`src/rtl/ysyx_2022040010_ifu_if.sv`:
```
// Fetch-unit bundle: pipeline control, instruction-memory request/response and decode output.
interface ysyx_2022040010_ifu_if #(
  parameter int unsigned XLEN   = 64,
  parameter int unsigned INST_W = 32
);
  logic              stall;
  logic              flush;
  logic [XLEN-1:0]   flush_pc;
  logic              imem_req_valid;
  logic              imem_req_ready;
  logic [XLEN-1:0]   imem_req_addr;
  logic              imem_resp_valid;
  logic [INST_W-1:0] imem_resp_data;
  logic              out_valid;
  logic              out_ready;
  logic [XLEN-1:0]   out_pc;
  logic [INST_W-1:0] out_inst;

  // The fetch unit itself
  modport master (
    input  stall, flush, flush_pc, imem_req_ready, imem_resp_valid, imem_resp_data, out_ready,
    output imem_req_valid, imem_req_addr, out_valid, out_pc, out_inst
  );

  // Pipeline control, instruction memory and decode seen from the outside
  modport slave (
    output stall, flush, flush_pc, imem_req_ready, imem_resp_valid, imem_resp_data, out_ready,
    input  imem_req_valid, imem_req_addr, out_valid, out_pc, out_inst
  );
endinterface

```
`src/rtl/ysyx_2022040010_ifu.sv`:
```
// Instruction fetch unit: issues sequential fetches into a small in-order buffer,
// fills entries from in-order memory responses, and drops stale responses after a redirect.
module ysyx_2022040010_ifu #(
  parameter int unsigned     XLEN     = 64,
  parameter int unsigned     INST_W   = 32,
  parameter int unsigned     DEPTH    = 4,
  parameter logic [XLEN-1:0] PC_START = 64'h0000_0000_8000_0000
) (
  input logic                   clk,
  input logic                   rst,
  ysyx_2022040010_ifu_if.master bus
);

  localparam int unsigned CW = $clog2(DEPTH + 1);
  localparam int unsigned PW = $clog2(DEPTH);

  typedef enum logic [1:0] {BOOT, RUN, DRAIN} state_e;

  state_e            state_q, state_d;
  logic [XLEN-1:0]   pc_q;
  logic [CW-1:0]     occ_q, out_q, drop_q, drop_d;
  logic [PW-1:0]     head_q, tail_q, fill_q;
  logic [DEPTH-1:0]  filled_q;
  logic [XLEN-1:0]   pc_mem   [DEPTH];
  logic [INST_W-1:0] inst_mem [DEPTH];

  logic req_valid_c, out_valid_c, fire_c, pop_c, fill_c;
  logic unused_flush_lsb;

  // Low address bits of the redirect target are forced to zero
  assign unused_flush_lsb = ^bus.flush_pc[1:0];

  // State register
  always_ff @(posedge clk or posedge rst) begin
    if (rst) state_q <= BOOT;
    else     state_q <= state_d;
  end

  // Next state, handshake valids and drop-count update
  always_comb begin
    state_d     = state_q;
    req_valid_c = 1'b0;
    out_valid_c = 1'b0;
    drop_d      = drop_q;
    unique case (state_q)
      BOOT: state_d = RUN;
      RUN: begin
        req_valid_c = !bus.stall && !bus.flush && (occ_q != CW'(DEPTH));
        out_valid_c = !bus.stall && !bus.flush && (occ_q != '0) && filled_q[head_q];
        if (bus.flush) begin
          drop_d  = out_q - CW'(bus.imem_resp_valid && (out_q != '0));
          state_d = (drop_d != '0) ? DRAIN : RUN;
        end
      end
      DRAIN: begin
        if (bus.imem_resp_valid && (drop_q != '0)) drop_d = drop_q - CW'(1);
        state_d = (drop_d != '0) ? DRAIN : RUN;
      end
      default: state_d = BOOT;
    endcase
  end

  assign fire_c = req_valid_c && bus.imem_req_ready;
  assign pop_c  = out_valid_c && bus.out_ready;
  assign fill_c = (state_q == RUN) && !bus.flush && bus.imem_resp_valid && (out_q != '0);

  assign bus.imem_req_valid = req_valid_c;
  assign bus.imem_req_addr  = pc_q;
  assign bus.out_valid      = out_valid_c;
  assign bus.out_pc         = pc_mem[head_q];
  assign bus.out_inst       = inst_mem[head_q];

  // PC, fetch buffer and bookkeeping counters
  always_ff @(posedge clk or posedge rst) begin
    if (rst) begin
      pc_q     <= PC_START;
      occ_q    <= '0;
      out_q    <= '0;
      drop_q   <= '0;
      head_q   <= '0;
      tail_q   <= '0;
      fill_q   <= '0;
      filled_q <= '0;
      pc_mem   <= '{default: '0};
      inst_mem <= '{default: '0};
    end else begin
      drop_q <= drop_d;
      if (bus.flush) begin
        pc_q     <= {bus.flush_pc[XLEN-1:2], 2'b00};
        occ_q    <= '0;
        out_q    <= '0;
        head_q   <= '0;
        tail_q   <= '0;
        fill_q   <= '0;
        filled_q <= '0;
      end else begin
        if (fire_c) begin
          pc_mem[tail_q]   <= pc_q;
          filled_q[tail_q] <= 1'b0;
          tail_q           <= tail_q + PW'(1);
          pc_q             <= pc_q + XLEN'(4);
        end
        if (fill_c) begin
          inst_mem[fill_q] <= bus.imem_resp_data;
          filled_q[fill_q] <= 1'b1;
          fill_q           <= fill_q + PW'(1);
        end
        if (pop_c) head_q <= head_q + PW'(1);
        occ_q <= occ_q + CW'(fire_c) - CW'(pop_c);
        out_q <= out_q + CW'(fire_c) - CW'(fill_c);
      end
    end
  end

endmodule
```
`src/flat_wrapper.sv`:
```
// flat-port wrapper written by rule: the top's interface ports become plain ports
module ysyx_2022040010_ifu_flat 
#(
  parameter int unsigned     XLEN     = 64,
  parameter int unsigned     INST_W   = 32,
  parameter int unsigned     DEPTH    = 4,
  parameter logic [XLEN-1:0] PC_START = 64'h0000_0000_8000_0000
)
  (clk, rst, bus_stall, bus_flush, bus_flush_pc, bus_imem_req_ready, bus_imem_resp_valid, bus_imem_resp_data, bus_out_ready, bus_imem_req_valid, bus_imem_req_addr, bus_out_valid, bus_out_pc, bus_out_inst);
  ysyx_2022040010_ifu_if #(.XLEN(XLEN), .INST_W(INST_W)) bus_i ();
  input logic clk;
  input logic rst;
  input wire logic [$bits(bus_i.stall)-1:0] bus_stall;
  input wire logic [$bits(bus_i.flush)-1:0] bus_flush;
  input wire logic [$bits(bus_i.flush_pc)-1:0] bus_flush_pc;
  input wire logic [$bits(bus_i.imem_req_ready)-1:0] bus_imem_req_ready;
  input wire logic [$bits(bus_i.imem_resp_valid)-1:0] bus_imem_resp_valid;
  input wire logic [$bits(bus_i.imem_resp_data)-1:0] bus_imem_resp_data;
  input wire logic [$bits(bus_i.out_ready)-1:0] bus_out_ready;
  output wire logic [$bits(bus_i.imem_req_valid)-1:0] bus_imem_req_valid;
  output wire logic [$bits(bus_i.imem_req_addr)-1:0] bus_imem_req_addr;
  output wire logic [$bits(bus_i.out_valid)-1:0] bus_out_valid;
  output wire logic [$bits(bus_i.out_pc)-1:0] bus_out_pc;
  output wire logic [$bits(bus_i.out_inst)-1:0] bus_out_inst;
  assign bus_i.stall = bus_stall;
  assign bus_i.flush = bus_flush;
  assign bus_i.flush_pc = bus_flush_pc;
  assign bus_i.imem_req_ready = bus_imem_req_ready;
  assign bus_i.imem_resp_valid = bus_imem_resp_valid;
  assign bus_i.imem_resp_data = bus_imem_resp_data;
  assign bus_i.out_ready = bus_out_ready;
  assign bus_imem_req_valid = bus_i.imem_req_valid;
  assign bus_imem_req_addr = bus_i.imem_req_addr;
  assign bus_out_valid = bus_i.out_valid;
  assign bus_out_pc = bus_i.out_pc;
  assign bus_out_inst = bus_i.out_inst;
  ysyx_2022040010_ifu #(.XLEN(XLEN), .INST_W(INST_W), .DEPTH(DEPTH), .PC_START(PC_START)) u_core (.clk(clk), .rst(rst), .bus(bus_i));
endmodule
```
`config.mk`:
```
export PLATFORM = sky130hd
export DESIGN_NAME = ysyx_2022040010_ifu_flat
export DESIGN_NICKNAME = d
export VERILOG_FILES = /design/src/rtl/ysyx_2022040010_ifu_if.sv /design/src/rtl/ysyx_2022040010_ifu.sv /design/src/flat_wrapper.sv
export SDC_FILE = /design/constraint.sdc
export NUM_CORES = 1
export LEC_CHECK = 0
export ABC_AREA = 1
export CELL_PAD_IN_SITES_DETAIL_PLACEMENT = 0
export CELL_PAD_IN_SITES_GLOBAL_PLACEMENT = 1
export CORE_MARGIN = 3
export CORE_UTILIZATION = 39
export CTS_BUF_LIST = sky130_fd_sc_hd__clkbuf_2 sky130_fd_sc_hd__clkbuf_4 sky130_fd_sc_hd__clkbuf_8
export DETAILED_ROUTE_END_ITERATION = 6
export PLACE_DENSITY = 0.86
export SLEW_MARGIN = 20
export SYNTH_ARGS = -nofsm -noshare
export SYNTH_HDL_FRONTEND = slang
export SYNTH_SLANG_ARGS = --single-unit
```
`constraint.sdc`:
```
create_clock -name clk -period 13.7 [get_ports clk]
set_clock_uncertainty 0.05 [all_clocks]
set_input_delay 1.37 -clock clk [delete_from_list [all_inputs] [get_ports clk]]
set_output_delay 1.37 -clock clk [all_outputs]
set_load 0.1 [all_outputs]
```
==> impl_metrics.tcl <==
set metrics [dict create \
    status "finished clean" \
    fin_area_sq_mm 0.0268 \
    drt-met1-wl_um 31100 \
    nNetsFinal 3201 \
    setup_viol 0 \
    place_ws_ps 8170 \
    start_util_pct 39.8 \
    fin_cells 3893 \
    tns_ps 0 \
    slew_headroom_pct 20.2 \
    critical_path_class "register to output port" \
    vdd.ir_drop.worst_mv 0.154 \
    yosys_warnings 0 \
    critPathLaunchType "register" \
    root_buffer "clkbuf_8" \
    yosysUniqueCellTypes 39 \
    io_buffers 258 \
    grt_pass1_vias 19900 \
    drt_pre_antenna_iters 6 \
    highest_layer "met5" \
    vias 20500 \
    cts_buffers 81 \
    drive_gt1_share_pct 6.33 \
    synth-main-ff-cell "dfrtp_1" \
    placedCellCount 3744 \
    hold_buffers 0 \
    yosysTopAreaCell "dfrtp_1" \
    grt-ovfl-total 0 \
    track_usage_pct 24.2 \
    cts.sinks 459 \
    crit_arrival_ps 4780 \
    worst_pin_slew_ps 1190 \
    drv_cap 0 \
    end_kind "output port" \
    io-pin-count 265 \
    crit_fanout 57 \
    synth-seq-cells 459 \
    clk_path_buf_depth 3 \
    drt_iter0_drc 1847 \
    maxSlewViolCount 0 \
    die_h_um 245 \
    rsz0062_at_grt "false" \
    fp.dieArea_sq_mm 0.0598 \
    grt_pass1_wl_um 114000 \
    die_w_um 245 \
    avgSynthCellArea_sq_um 7.69 \
    clk_latency_ps 670 \
    period_needed_ps 6200 \
    synth_cells 2883 \
    leakagePower_nw 12.9 \
    fmax_ghz 0.161 \
    syn_to_final_growth_pct 20.8 \
    synth_edf_count 0 \
    path_clk_slew_ps 60 \
    via_per_inst 5.27 \
    ys_seq_area_share_pct 51.8 \
    ys_async_sr_fraction_pct 100 \
    route.detailed.drc 0 \
    row_count 86 \
    post_cts_buffers 0 \
    cts.htree.levels 3 \
    core-area_sq_mm 0.0557 \
    routedWlPerCell_um 18.8 \
    dpl_cell_area_sq_mm 0.0251 \
    wl_met3_um 6110 \
    wl_um 73300 \
    gp_congestion 0.930 \
    layout_setup_ws_ps 7500 \
    yosysMostFrequentCell "nand2_1" \
    grt_max_degree 91 \
    fin_crit_sh_pct 45.3 \
    antenna_found_initial 2 \
    whs_ps 423 \
    hp-class "register to register" \
    hold_violations 0 \
    synth_top_area_share_pct 51.7 \
    synthTopCellsByArea "dfrtp_1 (52%), nand2_1 (17%), o21ai_0 (9.0%)" \
    powerDensity_mw_per_mm2 205 \
    crit_required_ps 12280 \
    place_hpwl_um 46000 \
    cts.repair.resized 0 \
    met2WireLength_um 33600 \
    ys_top_cells_by_count "nand2_1 (998), dfrtp_1 (458), o21ai_0 (397), nor2_1 (377), inv_1 (128)" \
    cts_tree "yes" \
    syn_area_sq_mm 0.0222 \
    final_antenna_net_count 0 \
]
## routing by layer
layer | GRT usage, % | up-vias
li1 | - | 9668
met3 | 5.86 | 143
met1 | 32.2 | 9893
met4 | 8.75 | 2
met2 | 38.8 | 804
met5 | 0 | -
## worst paths after layout
path | from | end | slack, ps | cells past startpoint
worst max-delay path | u_core.head_q[1]$_DFFE_PP0P_ | bus_out_valid | 7500 | 6
worst min-delay path | u_core.inst_mem[42]$_DFFE_PP0P_ | u_core.inst_mem[42]$_DFFE_PP0P_ | 420 | 2
worst max register to register | u_core.head_q[1]$_DFFE_PP0P_ | u_core.occ_q[2]$_DFF_PP0_ | 9450 | 13
worst min register to register | u_core.inst_mem[42]$_DFFE_PP0P_ | u_core.inst_mem[42]$_DFFE_PP0P_ | 420 | 2
max in group asynchronous | rst | u_core.pc_mem[54]$_DFFE_PP0P_ | 10130 | 5
min in group asynchronous | rst | u_core.pc_mem[15]$_DFFE_PP0P_ | 1270 | 3
## per-stage QoR
stage                     power [mW]  utilization, %
after floorplan                 3.59               -
after global placement          4.14            45.0
after detailed placement        4.17            45.0
after CTS                       5.52            48.0
after global routing            5.75            48.1
final                           5.48            48.1
## placed cells by master, fill, tap and decap left out, types with 5 or more instances in the layout
cell type	count
inv_2	9
clkbuf_8	98
xnor2_1	5
xor2_1	22
o21ai_1	22
ha_1	17
dfrtp_1	456
buf_4	19
clkbuf_4	35
inv_1	125
clkinv_2	9
a21oi_1	63
o22ai_1	95
nor2_1	377
nand3_1	72
o211ai_1	9
clkdlybuf4s50_1	257
nand2_1	998
nand4_1	8
o21ai_0	397
## area by class of cell
type,count,area [sq um]
fillers,5489,28900
flip-flops and latches,459,11500
multi-input cells,2117,9360
repair buffers,280,2750
clock buffers,133,1610
well taps,748,936
inverters,140,534
clock inverters,14,92.6
diodes,2,5.00
## critical path, cell delays in order, from the launching register on
cell and delay [ps]:
dfrtp_2 680, inv_2 750, buf_4 800, o21ai_0 220, o22ai_1 250, and2_1 220
clkdlybuf4s50_1 1150
## sequential cells by signal, indices dropped and copies added (netlist names), 3 cells and up
name                      cells
u_core.pc_mem               248
u_core.inst_mem             128
u_core.bus.imem_req_addr     62
u_core.filled_q               4
u_core.drop_q                 3
u_core.occ_q                  3
u_core.out_q                  3
## report_power, final
part | internal [mW] | switching [mW]
clock network | 0.744 | 0.580
registers | 1.67 | 0.202
logic | 0.546 | 1.74
total | 2.96 | 2.52
## kinds of logic (layout without fill, tap and decap cells)
logic type | count (synthesis) | after routing | share of synthesized area [%]
flip-flops | 459 | 459 | 51.8
AO/OA/AOI/OAI | 593 | 593 | 14.1
other | 1 | 6 | 0.0169
AND/OR/NAND/NOR | 1474 | 1474 | 25.8
buffers and inverters | 310 | 567 | 6.08
XOR/XNOR | 27 | 27 | 1.07
adder cells (fa/ha/maj) | 19 | 19 | 1.14
Power figures use the tool's default switching activity.
